File: src/rtl/idct8_unified_cordic_inv.sv
`default_nettype none
// ============================================================================
// Module  : idct8_unified_cordic_inv
// Brief   : 8-point inverse unified-CORDIC final stage. Undoes the three Q14
//           pair rotations, bypasses indices 0/4 and streams 8 samples out.
// Revision: 1.0 - initial release
// ============================================================================
module idct8_unified_cordic_inv #(
  parameter int DATA_W = 16,
  parameter int FRAC   = 14
) (
  input  logic                     clk,
  input  logic                     rst_n,
  input  logic                     in_valid,
  output logic                     in_ready,
  input  logic signed [DATA_W-1:0] in_sample,
  output logic                     out_valid,
  output logic signed [DATA_W-1:0] out_sample,
  output logic                     out_last,
  output logic                     out_sat
);

  localparam int PW = DATA_W + FRAC + 2;

  localparam logic [0:0] E_IDLE = 1'b0;
  localparam logic [0:0] E_EMIT = 1'b1;

  localparam logic signed [PW-1:0] c_c1 = PW'(16069);
  localparam logic signed [PW-1:0] c_s1 = PW'(-3196);
  localparam logic signed [PW-1:0] c_c2 = PW'(15137);
  localparam logic signed [PW-1:0] c_s2 = PW'(6270);
  localparam logic signed [PW-1:0] c_c3 = PW'(13623);
  localparam logic signed [PW-1:0] c_s3 = PW'(9102);

  localparam logic signed [PW-1:0] c_max = PW'((64'sd1 <<< (DATA_W - 1)) - 64'sd1);
  localparam logic signed [PW-1:0] c_min = PW'(-(64'sd1 <<< (DATA_W - 1)));

  logic signed [DATA_W-1:0] r_x [8];
  logic signed [DATA_W-1:0] r_y [8];
  logic [7:0]               r_sat;
  logic [2:0]               r_cidx;
  logic [2:0]               r_eidx;
  logic                     r_x_full;
  logic [0:0]               r_state;
  logic [0:0]               w_state_nxt;

  logic                     w_accept;
  logic                     w_compute;
  logic                     w_issue;
  logic                     w_issue_last;
  logic signed [DATA_W-1:0] w_y [8];
  logic [7:0]               w_sat;

  function automatic logic signed [PW-1:0] sx(input logic signed [DATA_W-1:0] v);
    return {{(PW - DATA_W){v[DATA_W-1]}}, v};
  endfunction

  // Returns {sat_flag, value}: floor-shift back to sample scale, then clamp.
  function automatic logic [DATA_W:0] clip(input logic signed [PW-1:0] sum);
    logic signed [PW-1:0] sh;
    sh = sum >>> FRAC;
    if (sh > c_max)      return {1'b1, c_max[DATA_W-1:0]};
    else if (sh < c_min) return {1'b1, c_min[DATA_W-1:0]};
    else                 return {1'b0, sh[DATA_W-1:0]};
  endfunction

  assign in_ready = !r_x_full;
  assign w_accept = in_valid && in_ready;

  // Transposed rotation: pair p couples index p+1 (a) with index 7-p (b).
  for (genvar p = 0; p < 3; p++) begin : g_pair
    localparam logic signed [PW-1:0] c_c = (p == 0) ? c_c1 : (p == 1) ? c_c2 : c_c3;
    localparam logic signed [PW-1:0] c_s = (p == 0) ? c_s1 : (p == 1) ? c_s2 : c_s3;
    logic signed [PW-1:0] w_a_sum;
    logic signed [PW-1:0] w_b_sum;
    logic [DATA_W:0]      w_a_res;
    logic [DATA_W:0]      w_b_res;

    assign w_a_sum = sx(r_x[p+1]) * c_c + sx(r_x[7-p]) * c_s;
    assign w_b_sum = sx(r_x[7-p]) * c_c - sx(r_x[p+1]) * c_s;
    assign w_a_res = clip(w_a_sum);
    assign w_b_res = clip(w_b_sum);
    assign w_y[p+1]   = $signed(w_a_res[DATA_W-1:0]);
    assign w_y[7-p]   = $signed(w_b_res[DATA_W-1:0]);
    assign w_sat[p+1] = w_a_res[DATA_W];
    assign w_sat[7-p] = w_b_res[DATA_W];
  end

  assign w_y[0]   = r_x[0];
  assign w_y[4]   = r_x[4];
  assign w_sat[0] = 1'b0;
  assign w_sat[4] = 1'b0;

  // Emitter state register
  always_ff @(posedge clk or negedge rst_n) begin
    if (!rst_n) r_state <= E_IDLE;
    else        r_state <= w_state_nxt;
  end

  // Emitter next state
  always_comb begin
    w_state_nxt = r_state;
    case (r_state)
      E_IDLE:  if (w_compute) w_state_nxt = E_EMIT;
      E_EMIT:  if ((r_eidx == 3'd7) && !w_compute) w_state_nxt = E_IDLE;
      default: w_state_nxt = E_IDLE;
    endcase
  end

  // Emitter decode
  always_comb begin
    w_issue      = (r_state == E_EMIT);
    w_issue_last = (r_state == E_EMIT) && (r_eidx == 3'd7);
  end

  // A new block may load while the previous one issues its final sample.
  assign w_compute = r_x_full && ((r_state == E_IDLE) || w_issue_last);

  always_ff @(posedge clk or negedge rst_n) begin
    if (!rst_n) begin
      r_cidx     <= '0;
      r_eidx     <= '0;
      r_x_full   <= 1'b0;
      r_sat      <= '0;
      out_valid  <= 1'b0;
      out_sample <= '0;
      out_last   <= 1'b0;
      out_sat    <= 1'b0;
      for (int i = 0; i < 8; i++) begin
        r_x[i] <= '0;
        r_y[i] <= '0;
      end
    end else begin
      if (w_accept) begin
        r_x[r_cidx] <= in_sample;
        r_cidx      <= r_cidx + 3'd1;
        if (r_cidx == 3'd7) r_x_full <= 1'b1;
      end
      if (w_compute) begin
        r_x_full <= 1'b0;
        r_sat    <= w_sat;
        for (int i = 0; i < 8; i++) r_y[i] <= w_y[i];
      end
      out_valid <= w_issue;
      out_last  <= w_issue_last;
      if (w_issue) begin
        out_sample <= r_y[r_eidx];
        out_sat    <= r_sat[r_eidx];
        r_eidx     <= r_eidx + 3'd1;
      end else begin
        out_sample <= '0;
        out_sat    <= 1'b0;
      end
    end
  end

endmodule
`default_nettype wire

File: config.mk
export PLATFORM = sky130hd
export DESIGN_NAME = idct8_unified_cordic_inv
export DESIGN_NICKNAME = d
export VERILOG_FILES = /design/src/rtl/idct8_unified_cordic_inv.sv
export SDC_FILE = /design/constraint.sdc
export NUM_CORES = 2
export LEC_CHECK = 0
export BUFFER_PORTS_ARGS = -buffer_cell sky130_fd_sc_hd__buf_2
export CAP_MARGIN = 20
export CORE_MARGIN = 1.5
export CORE_UTILIZATION = 55
export DETAILED_ROUTE_END_ITERATION = 12
export PLACE_DENSITY = 0.81
export SYNTH_ARGS = -nofsm -noshare
export SYNTH_HDL_FRONTEND = slang
export SYNTH_SLANG_ARGS = --single-unit
File: constraint.sdc
create_clock -name clk -period 11.2 [get_ports clk]
set_clock_uncertainty 0.15 [all_clocks]
set_input_delay 2.24 -clock clk [delete_from_list [all_inputs] [get_ports clk]]
set_output_delay 2.24 -clock clk [all_outputs]
set_load 0.01 [all_outputs]
==> flow_metrics.py <==
metrics = {
    "outcome": {
        "outcome": "completed",
    },
    "clocking": {
        "cts_max_level": 2,
        "numCtsBuffers": 37,
        "clkSinkCount": 289,
        "cts_tree": "built",
        "cts_root_buf": "clkbuf_16",
        "clk_pin_slew_ns": 0.06,
        "clock_latency_ns": 0.61,
        "clk_path_buf_depth": 3,
    },
    "setup_path": {
        "reg2reg_from": "r_x[81]",
        "crit_type": "reg2reg",
        "critPathLaunchType": "flip-flop",
        "ff2ff_setup_slack_ns": 0.46,
        "cp_common_cell": "fa_1",
        "critPathCaptureType": "flip-flop",
        "cp_slowest_stage_delay_ns": 0.53,
        "reg2reg_to": "r_y[24]",
        "worstPathArrival_ns": 11.08,
        "critPathMaxFanout": 16,
        "worstPathRequired_ns": 11.53,
        "slowest_stage": "fa_1",
        "worst_r2r_path_depth": 39,
    },
    "floorplanning": {
        "start_util_pct": 55.5,
        "io_pins": 39,
        "die_area_mm2": 0.121,
        "core_area_mm2": 0.118,
        "num_rows": 126,
        "die_h_um": 348,
        "die-width_um": 348,
    },
    "yosys": {
        "yosys-top-cells-area": "fa_1 34%, ha_1 23%, dfrtp_1 11%",
        "yosysMostFrequentCell": "inv_1",
        "yosysSeqAreaShare_pct": 11.0,
        "synth_top_area_share_pct": 33.6,
        "synth_compound_area_share_pct": 7.85,
        "synth_edf_count": 0,
        "yosys.cell_types.count": 96,
        "synth_flop_cell": "dfrtp_1",
        "muxShareOfSynthArea_pct": 3.14,
        "synth_adder_area_share_pct": 56.4,
        "syn_avg_cell_area_um2": 9.85,
        "synth_warnings": 0,
        "postSynthCellCount": 6663,
        "async_reset_ff_share_pct": 100,
        "yosys.area.top_type": "fa_1",
        "yosys-top-cells-count": "1904 x inv_1, 1192 x ha_1, 1103 x fa_1",
        "synth_top_family_by_area": "adder cells",
        "synth-simple-area-share_pct": 5.84,
        "synthXorXnorAreaFrac_pct": 4.40,
        "synth_nets": 8977,
        "synth_seq_cells": 289,
        "synthesis.area_mm2": 0.0656,
    },
    "route": {
        "vias": 46141,
        "ant_nets": 0,
        "drt_iter0_drc": 2825,
        "wl_mm": 166,
        "routedWlPerCell_um": 19.9,
        "first_pass_iters": 5,
        "drc_errors": 0,
        "via_per_inst": 5.55,
    },
    "worst_hold_path": {
        "hold_path_depth": 2,
        "hold_start": "r_x[122]",
        "min_to": "r_y[122]",
        "hp-class": "reg2reg",
    },
    "grt": {
        "grt_overflow_total": 0,
        "grt_first_pass_wirelength_mm": 266,
        "grt_antenna_before_repair": 14,
        "grt_pass1_vias": 49548,
        "grt_start_max_net_pins": 87,
        "grtUsageTotal_pct": 28.2,
    },
    "sta": {
        "min_period_ns": 10.74,
        "slew-limit-headroom_pct": 30.5,
        "post-route-period-util_pct": 95.9,
        "finalSetupViolCount": 0,
        "finalHoldViolCount": 0,
        "fmax_mhz": 93.1,
        "slew_viol_final": 0,
        "worst-slew-pin-transition_ns": 1.04,
    },
    "place": {
        "place_area_mm2": 0.0681,
        "dp_hpwl_mm": 139,
        "numPortBuffers": 38,
        "place_congestion": 0.950,
    },
    "finish": {
        "nets": 9064,
        "final_area_mm2": 0.0696,
        "drive_above_1_share_pct": 5.34,
        "syn2layout_area_growth_pct": 6.03,
    },
    "job": {
        "max_cap_viol_count": 0,
    },
}
-- cell usage in the layout, fill, tap and decap left out, drive strengths merged, types with 129 or more instances in the layout --
cell type and instances:
a21oi 225, ha 1192, inv 1914, dfrtp 289, nor2 228, nand2 311
xnor2 206, buf 129, fa 1103, o21ai 171
-- cells by family after synthesis --
family | after synthesis
adders and majority gates | 2295
buffers and inverters | 1988
and+or+nand+nor | 838
AOI/OAI and AO/OA | 770
xor gates and xnor gates | 329
DFF | 289
muxes | 154
-- worst max-delay path, delay by kind of cell (launching register included) --
| family | cells | cell delay (ns) |
|---|---|---|
| simple gates | 5 | 1.16 |
| compound gates | 15 | 2.89 |
| flops | 1 | 0.41 |
| xor+xnor | 1 | 0.30 |
| fa+ha+maj | 14 | 5.45 |
| buf+inv | 4 | 0.25 |
-- cell type report --
class                   count  area (um^2)
multi-input cells        4386        51100
fillers                  9527        48600
flip-flops and latches    289         7240
inverters                1907         7160
well taps                1536         1920
clock buffers              44          992
repair buffers            129          908
clock inverters            23          307
diodes                      6         15.0
-- flip-flops by register name, indices dropped and copies added (netlist names) --
register,cells
r_state,1
r_sat,6
out_sat,1
r_x_full,1
out_valid,1
out_sample,16
r_eidx,3
out_last,1
r_cidx,3
r_x,128
r_y,128
-- how the worst max path moves through the flow --
stage,startpoint,end,slack [ns],cells past startpoint
after detailed placement,r_x[83],r_y[17],-0.25,40
after floorplan,r_x[95],r_y[24],0.42,40
after CTS,r_x[69],r_y[35],0.01,37
after global placement,r_x[82],r_y[29],0.19,37
final,r_x[81],r_y[24],0.46,39
after global routing,r_x[82],r_y[22],-0.04,37
-- stage by stage --
step / setup TNS (ns) / worst slack, ns / util [%] / cells / hold slack (ns)
2_1_floorplan: 0 / 0.418 / - / 6663 / 0.268
3_3_place_gp: 0 / 0.193 / 57.6 / 8238 / 0.290
3_5_place_dp: -3.62 / -0.249 / 57.6 / 8238 / 0.295
4_1_cts: 0 / 0.0138 / 58.7 / 8305 / 0.292
5_1_grt: -0.216 / -0.0433 / 58.9 / 8314 / 0.327
6_report: 0 / 0.456 / 58.9 / 8320 / 0.299
-- layer usage --
| metal | vias up | share of wire [%] | track usage (%) |
|---|---|---|---|
| li1 | 20976 | - | - |
| met5 | - | 0.017 | 0 |
| met2 | 1519 | 48 | 46.8 |
| met1 | 23273 | 40 | 35.6 |
| met3 | 369 | 7.7 | 5.57 |
| met4 | 4 | 5.0 | 12.4 |
-- timing repair --
item / CTS / global route
endpoints found under the setup margin: 16 / 33
pin swaps: 1 / 7
hold buffers: 0 / 0
gates resized for setup: 4 / 18
setup buffers: 0 / 7
Power is left out: the tool's default activity adds up to more than one toggle a clock period on the data nets, which glitch-free logic cannot reach.
